### src/rtl/pwm_ramp_ctrl.sv
// Duty/direction ramp sequencer for an 8-bit free-running PWM generator.
// Duty and direction move only on PWM period boundaries; reversals pass through zero duty and a dead-time.
//
// state  | meaning
// -------+-------------------------------------------------------------
// S_IDLE | duty and dir match the stored target, holding
// S_UP   | ramping duty up toward the stored target
// S_DOWN | ramping duty down toward the target, or toward 0 for a reversal
// S_DEAD | duty forced to 0 while dead_cnt counts boundaries (reversal or estop)
module pwm_ramp_ctrl #(
  parameter int unsigned STEP         = 4,
  parameter int unsigned RAMP_DIV     = 1,
  parameter int unsigned DEAD_PERIODS = 2
) (
  input  logic       clk,
  input  logic       rst,
  input  logic [7:0] tgt_duty,
  input  logic       tgt_dir,
  input  logic       tgt_vld,
  output logic       tgt_rdy,
  input  logic       estop,
  output logic [7:0] duty,
  output logic       dir,
  output logic       at_target,
  output logic       period_tick
);

  typedef enum logic [1:0] {
    S_IDLE,
    S_UP,
    S_DOWN,
    S_DEAD
  } state_t;

  localparam logic [8:0] C_STEP     = 9'(STEP);
  localparam logic [7:0] C_DIV_LAST = 8'(RAMP_DIV - 1);
  localparam logic [7:0] C_DEAD     = 8'(DEAD_PERIODS);

  state_t     r_state;
  state_t     w_state_nxt;
  logic [7:0] r_phase;
  logic [7:0] r_div;
  logic [7:0] r_dead_cnt;
  logic [7:0] w_dead_nxt;
  logic [7:0] r_tgt_q;
  logic       r_dir_q;
  logic [7:0] r_duty;
  logic [7:0] w_duty_nxt;
  logic       r_dir;
  logic       w_dir_nxt;

  logic       w_bnd;
  logic       w_acc;
  logic       w_step;
  logic       w_rev;
  logic [7:0] w_goal;
  logic [8:0] w_up_gap;
  logic [8:0] w_dn_gap;
  logic [7:0] w_up_val;
  logic [7:0] w_dn_val;

  assign w_bnd  = (r_phase == 8'hFF);
  assign w_acc  = tgt_vld && tgt_rdy;
  assign w_step = w_bnd && (r_div == C_DIV_LAST);
  assign w_rev  = (r_dir_q != r_dir);
  assign w_goal = w_rev ? 8'd0 : r_tgt_q;

  // 9-bit gaps so a step that would pass the goal saturates onto it instead of wrapping
  assign w_up_gap = {1'b0, w_goal} - {1'b0, r_duty};
  assign w_dn_gap = {1'b0, r_duty} - {1'b0, w_goal};
  assign w_up_val = (w_up_gap <= C_STEP) ? w_goal : 8'({1'b0, r_duty} + C_STEP);
  assign w_dn_val = (w_dn_gap <= C_STEP) ? w_goal : 8'({1'b0, r_duty} - C_STEP);

  always_ff @(posedge clk or posedge rst) begin
    if (rst) begin
      r_phase <= 8'd0;
    end else begin
      r_phase <= r_phase + 8'd1;
    end
  end

  always_ff @(posedge clk or posedge rst) begin
    if (rst) begin
      r_div <= 8'd0;
    end else if (w_acc) begin
      r_div <= 8'd0;
    end else if (w_bnd) begin
      r_div <= (r_div == C_DIV_LAST) ? 8'd0 : r_div + 8'd1;
    end
  end

  always_ff @(posedge clk or posedge rst) begin
    if (rst) begin
      r_tgt_q <= 8'd0;
      r_dir_q <= 1'b0;
    end else if (w_acc) begin
      r_tgt_q <= tgt_duty;
      r_dir_q <= tgt_dir;
    end
  end

  always_ff @(posedge clk or posedge rst) begin
    if (rst) begin
      r_state    <= S_IDLE;
      r_duty     <= 8'd0;
      r_dir      <= 1'b0;
      r_dead_cnt <= 8'd0;
    end else begin
      r_state    <= w_state_nxt;
      r_duty     <= w_duty_nxt;
      r_dir      <= w_dir_nxt;
      r_dead_cnt <= w_dead_nxt;
    end
  end

  // IDLE/UP/DOWN all re-derive their direction from the current goal each boundary,
  // so a retarget mid-ramp turns around without overshooting.
  always_comb begin
    w_state_nxt = r_state;
    w_duty_nxt  = r_duty;
    w_dir_nxt   = r_dir;
    w_dead_nxt  = r_dead_cnt;
    if (estop) begin
      w_state_nxt = S_DEAD;
      w_duty_nxt  = 8'd0;
      w_dead_nxt  = C_DEAD;
    end else if (w_bnd) begin
      case (r_state)
        S_DEAD: begin
          if (r_dead_cnt <= 8'd1) begin
            w_dead_nxt  = 8'd0;
            w_dir_nxt   = r_dir_q;
            w_state_nxt = (r_tgt_q == 8'd0) ? S_IDLE : S_UP;
          end else begin
            w_dead_nxt = r_dead_cnt - 8'd1;
          end
        end
        default: begin
          if (r_duty == w_goal) begin
            if (w_rev) begin
              w_state_nxt = S_DEAD;
              w_dead_nxt  = C_DEAD;
            end else begin
              w_state_nxt = S_IDLE;
            end
          end else if (r_duty < w_goal) begin
            w_state_nxt = S_UP;
            if (w_step) begin
              w_duty_nxt = w_up_val;
              if (w_up_val == w_goal) begin
                w_state_nxt = S_IDLE;
              end
            end
          end else begin
            w_state_nxt = S_DOWN;
            if (w_step) begin
              w_duty_nxt = w_dn_val;
              if (w_dn_val == w_goal) begin
                w_state_nxt = w_rev ? S_DEAD : S_IDLE;
                w_dead_nxt  = C_DEAD;
              end
            end
          end
        end
      endcase
    end
  end

  assign duty        = r_duty;
  assign dir         = r_dir;
  assign period_tick = w_bnd;
  assign tgt_rdy     = (r_state != S_DEAD) && !estop;
  assign at_target   = (r_state == S_IDLE) && (r_duty == r_tgt_q) && (r_dir == r_dir_q);

endmodule

### config.mk
export PLATFORM = sky130hd
export DESIGN_NAME = pwm_ramp_ctrl
export DESIGN_NICKNAME = d
export VERILOG_FILES = /design/src/rtl/pwm_ramp_ctrl.sv
export SDC_FILE = /design/constraint.sdc
export NUM_CORES = 1
export LEC_CHECK = 0
export CORE_ASPECT_RATIO = 1.25
export CORE_MARGIN = 2
export CORE_UTILIZATION = 54
export CTS_BUF_LIST = sky130_fd_sc_hd__clkbuf_16
export DETAILED_ROUTE_END_ITERATION = 7
export GPL_TIMING_DRIVEN = 1
export PLACE_DENSITY = 0.79
export SYNTH_ARGS = -nofsm -noshare
export SYNTH_HDL_FRONTEND = slang
export SYNTH_SLANG_ARGS = --single-unit
### constraint.sdc
create_clock -name clk -period 3.53 [get_ports clk]
set_input_delay 0.8825 -clock clk [delete_from_list [all_inputs] [get_ports clk]]
set_output_delay 0.8825 -clock clk [all_outputs]
set_load 0.005 [all_outputs]
## Yosys cells after proc, flatten, opt, wreduce, memory -nomap -nowiden

Cells that the tools add are included.

- Register bits: 44
- Input bits: 13
- Output and inout port bits: 12
- Logic and storage cells: 86

- $add $sub $neg: 7
- Magnitude comparators: 4
- Equal/unequal tests: 14
- Multiplexer cells: 34
- Bitwise operators: 1
- Reduce and logical (&&, ||, !) cells: 18

Operator list:

| cell | number |
|---|---|
| $mux 8 | 22 |
| $eq 8x8->1 | 4 |
| $le 9x3->1 const B | 2 |
| $mux 2 | 9 |
| $sub 8x8->9 | 2 |
| $add 8x1->8 const B | 2 |
| $logic_not 8->1 | 2 |
| $add 8x3->8 const B | 1 |
| $eq 8x8->1 const B | 1 |
| $le 8x1->1 const B | 1 |
| $lt 8x8->1 | 1 |
| $ne 4x3->1 const B | 2 |
| $reduce_and 4->1 | 2 |
| $reduce_bool 4->1 | 2 |
| $sub 8x1->8 const B | 1 |
| $sub 8x3->8 const B | 1 |
| $ne 2x2->1 const B | 3 |
| $reduce_bool 2->1 | 3 |
| $logic_and 1x1->1 | 5 |
| $reduce_and 5->1 | 1 |
| $mux 1 | 3 |
| $ne 3x3->1 const B | 1 |
| $eq 2x2->1 const B | 1 |
| $logic_not 2->1 | 1 |
| 5 further kinds | 5 |

## Longest topological paths before layout

- Word-level depth: 13
- Gate-level depth with buffers: 15
- Mapped depth without buffers: 12

## Worst setup path before layout

OpenSTA, ideal clock, no wires.

- Path kind: flip-flop to flip-flop
- From: register r_dir_q
- To: register r_dead_cnt[3]
- Library setup time: 126 ps
- Arrival time: 3,513 ps
- Required time: 3,404 ps
- Path slack: -109 ps
- Stages on the path, launching flop included: 16
- Path buffers: 4
- Period minus slack after synthesis: 3,639 ps
- Cells stage by stage: dfrtp_1 > xnor2_2 > buf_6 > buf_2 > nand2_1 > ha_1 > clkbuf_1 > a21oi_1 > o31ai_1 > o32a_1 > a221oi_2 > and4_1 > buf_4 > o211ai_4 > a21o_1 > a221o_1

- Cells in the longest elaborated chain, start to end: 8
- Elaborated cells on any way between the ends: 17
- Those cells by class: add/sub (1); order compare (2); eq/ne (5); mux (6); reduce/logical (3)

RTL lines:

| what | line | source |
|---|---|---|
| start: declaration | 46 | `logic r_dir_q;` |
| start signal: assignment | 98 | `r_dir_q <= tgt_dir;` |
| $ne 1x1->1 * | 65 | `assign w_rev = (r_dir_q != r_dir);` |
| $mux 8 | 66 | `assign w_goal = w_rev ? 8'd0 : r_tgt_q;` |
| $sub 8x8->9 | 70 | `assign w_dn_gap = {1'b0, r_duty} - {1'b0, w_goal};` |
| $le 9x3->1 | 72 | `assign w_dn_val = (w_dn_gap <= C_STEP) ? w_goal : 8'({1'b0, r_duty} - C_STEP);` |
| $mux 8 | 72 |  |
| $eq 8x8->1 | 158 | `if (w_dn_val == w_goal) begin` |
| $reduce_bool 4->1 (no line) | n/a |  |
| $reduce_and 5->1 (no line) | n/a |  |
| end signal: assignment | 112 | `r_dead_cnt <= w_dead_nxt;` |
| end: declaration | 43 | `logic [7:0] r_dead_cnt;` |

Mark *: on every way between the ends. The rest lies on a longest branch, timed or not. The select of a mux whose other input is x is not followed.
A chain may end at the register's enable or synchronous reset.

## Final worst setup path

Same ends and word-level chain as after synthesis.

==> metrics.txt <==
status completed; die area 7650 sq um; asr flop ratio synth 100%; Die Wd 78.6 microns; warnings from Yosys 0; Layout fillers 580; number of global-route vias before repair 3915; hold-fix buffer count after cts 0; Synth-to-Final Area Change 23.0%; largest net degree at the start of global routing 45; max cap viols 0; CTS sink cnt 44; Setup crit start kind flop; area used by multi-input combinational logic 2520 sq um; Finished Cell Area 4630 sq um; antenna diode count 0; die height 97.3 microns; Min Clock Period, post-route 3.43 ns; placeable core region 6850 sq um; vias per inst 6.35; post-synthesis sequential area ratio 29.3%; final core utilization 67.6%; Post-synth EDFFs 0; CP Max Fanout 6; CTS Buf Count 5; Rel. slew slack 49.9%; clock slew at reported path FFs 0.06 ns; Syn Inst Count 469; Worst EP arrival 3.61 ns; worst skew pair latency 0.29 ns; syn nets 506; HP Class flop to flop; root buf cell clkbuf_16; Initial DRC Count 357; Final ANT Viol Nets 0; final setup vio count 0; Post-DP Area 4330 sq um; critical path type flop to flop; worst-margin pin slew 0.746 ns; num rows 34; Peak VDD IR 0.400 mV; final cycle utilization of the critical path 97.2%; Main synth FF type dfrtp_1; port bufs 24; DR vias 3935; initial antenna violation count 0; Final nets 566; syn avg cell area 8.02 sq um; total length of routed wires 11500 microns; crit end category flop; mapped cell area 3760 sq um; router iterations before antenna repair 7; Static Leak 0.00208 uW; number of distinct library cells after synthesis 66; endpoints failing hold 0; global-route wire length before repair 18600 microns; total power 3590 uW; GRT Residual Overflow 0; I/O Pins 25; Seq cells post-synth 44; Starting Density 54.9%; aggregate global-route resource usage 30.9%; Routed WL per cell 18.5 microns; hold wc startpoint r_phase[0]; CTS tree built; Post-Place Cells 603; DRC 0; CTS Buffer Depth 2; max frequency 291 MHz; start of the worst register-to-register path r_dir_q; Final HPWL DP 8540 microns; GP Congestion 1.02; register area 1100 sq um; non-filler cells, final 620; worst setup path start r_dir_q; layout cells sized above 1 15.3%; H-tree depth reported by CTS 2; Power Dens Cells 777 nW/um^2; Req. time, crit path 3.70 ns; RSZ-0062 raised after global routing yes; final slew viol count 0; final worst clock skew 0.00541 ns
-- sequential cells by signal, summed over array words and instances (netlist names) --
register / count
r_dir_q: 1
r_div: 8
dir: 1
r_tgt_q: 8
r_dead_cnt: 8
r_state: 2
r_phase: 8
duty: 8
-- cells by family after synthesis --
group / after synthesis / synth area share (%)
and+or+nand+nor: 189 / 24.6
buffers and inverters: 46 / 5.06
muxes: 6 / 1.73
xor gates and xnor gates: 35 / 8.35
DFF: 44 / 29.3
adders and majority gates: 24 / 7.98
AOI/OAI and AO/OA: 125 / 23.1
-- placed cells by master (no fill, tap or decap), types with 5 or more instances in the layout --
cell type,n
and3_1,5
a21o_1,6
clkbuf_16,5
clkdlybuf4s50_1,24
a21oi_1,31
xor2_1,10
a211oi_1,5
nand4_1,8
inv_1,24
buf_4,50
nor3_1,13
o21ai_0,25
and2_1,5
nor2_1,28
nand2_1,64
nand3_1,30
nor4_1,6
ha_1,22
or3_1,6
dfrtp_1,43
xnor2_1,24
nor2b_1,5
a221o_1,6
-- worst max-delay path: stages (launching register included) --
cell	delay [ns]
dfrtp_2	0.44
xnor2_4	0.17
buf_4	0.15
buf_4	0.14
nand2_2	0.07
inv_1	0.06
ha_2	0.39
buf_4	0.14
nand4_1	0.18
o211a_1	0.17
o32a_1	0.18
a221oi_2	0.22
and4_4	0.31
o211ai_4	0.10
a21o_1	0.24
a221o_1	0.36
-- routing by layer --
metal | global-route usage [%] | share of wire, % | vias to the layer above
met3 | 5.02 | 5.1 | 54
met4 | 16.9 | 5.1 | 0
met5 | 0 | 0 | -
met2 | 52.8 | 50 | 169
met1 | 36.4 | 40 | 1886
li1 | - | - | 1826
-- synth_stat cells, types with 3 or more instances --
master / count / share of area, %
nand2_1: 64 / 6.4
dfrtp_1: 44 / 29
a21oi_1: 32 / 4.3
nand3_1: 30 / 4.0
nor2_1: 28 / 2.8
o21ai_0: 27 / 3.6
ha_1: 24 / 8.0
inv_1: 24 / 2.4
xnor2_1: 24 / 5.6
clkbuf_1: 16 / 1.6
nor3_1: 14 / 1.9
xor2_1: 10 / 2.3
nand4_1: 8 / 1.3
or3_1: 7 / 1.2
a211oi_1: 6 / 1.2
a21o_1: 6 / 1.2
a221o_1: 6 / 1.6
nor4_1: 6 / 1.0
and2_1: 5 / 0.83
and3_1: 5 / 0.83
nor2b_1: 5 / 0.83
a21boi_0: 4 / 0.80
a31oi_1: 4 / 0.67
mux2_2: 4 / 1.2
o2111ai_1: 4 / 0.93
o211a_1: 4 / 1.1
nor3b_1: 3 / 0.60
o211ai_1: 3 / 0.60
o21a_1: 3 / 0.60
-- where the power goes --
part | total (uW) | switching, uW | internal (uW)
registers | 722 | 125 | 597
logic | 2340 | 1320 | 1020
clock network | 527 | 197 | 330
-- stage by stage --
stage          setup WS (ns)  setup TNS, ns  hold slack [ns]
3_3_place_gp          -0.213          -1.52            0.444
3_5_place_dp          -0.274          -2.09            0.458
2_1_floorplan        0.00980              0            0.422
4_1_cts               0.0166              0            0.469
5_1_grt              -0.0733         -0.207            0.496
6_report              0.0977              0            0.464
-- final timing paths --
kind / slack, ns / to / depth (start not counted)
setup / recovery: 0.1 / r_dead_cnt[3] / 15
hold / removal: 0.46 / r_phase[0] / 1
setup reg to reg: 0.1 / r_dead_cnt[3] / 15
hold reg to reg: 0.46 / r_phase[0] / 1
max in group asynchronous: 2.08 / r_dir_q / 3
min in group asynchronous: 1.04 / r_div[7] / 3
-- final cells by class --
cell class | instances | share of cell area [%]
Multi-Input combinational cell | 379 | 54.5
Tap cell | 90 | 2.43
Clock inverter | 3 | 0.838
Clock buffer | 5 | 2.70
Inverter | 24 | 1.95
Timing Repair Buffer | 75 | 13.7
Sequential cell | 44 | 23.8
-- repair_timing --
item                       in CTS  in global routing
pin swaps                       1                  4
setup endpoints to repair      17                 16
buffers inserted                4                  5
gates resized for setup         4                 11
Note: power is estimated with default switching activity, not from simulation.
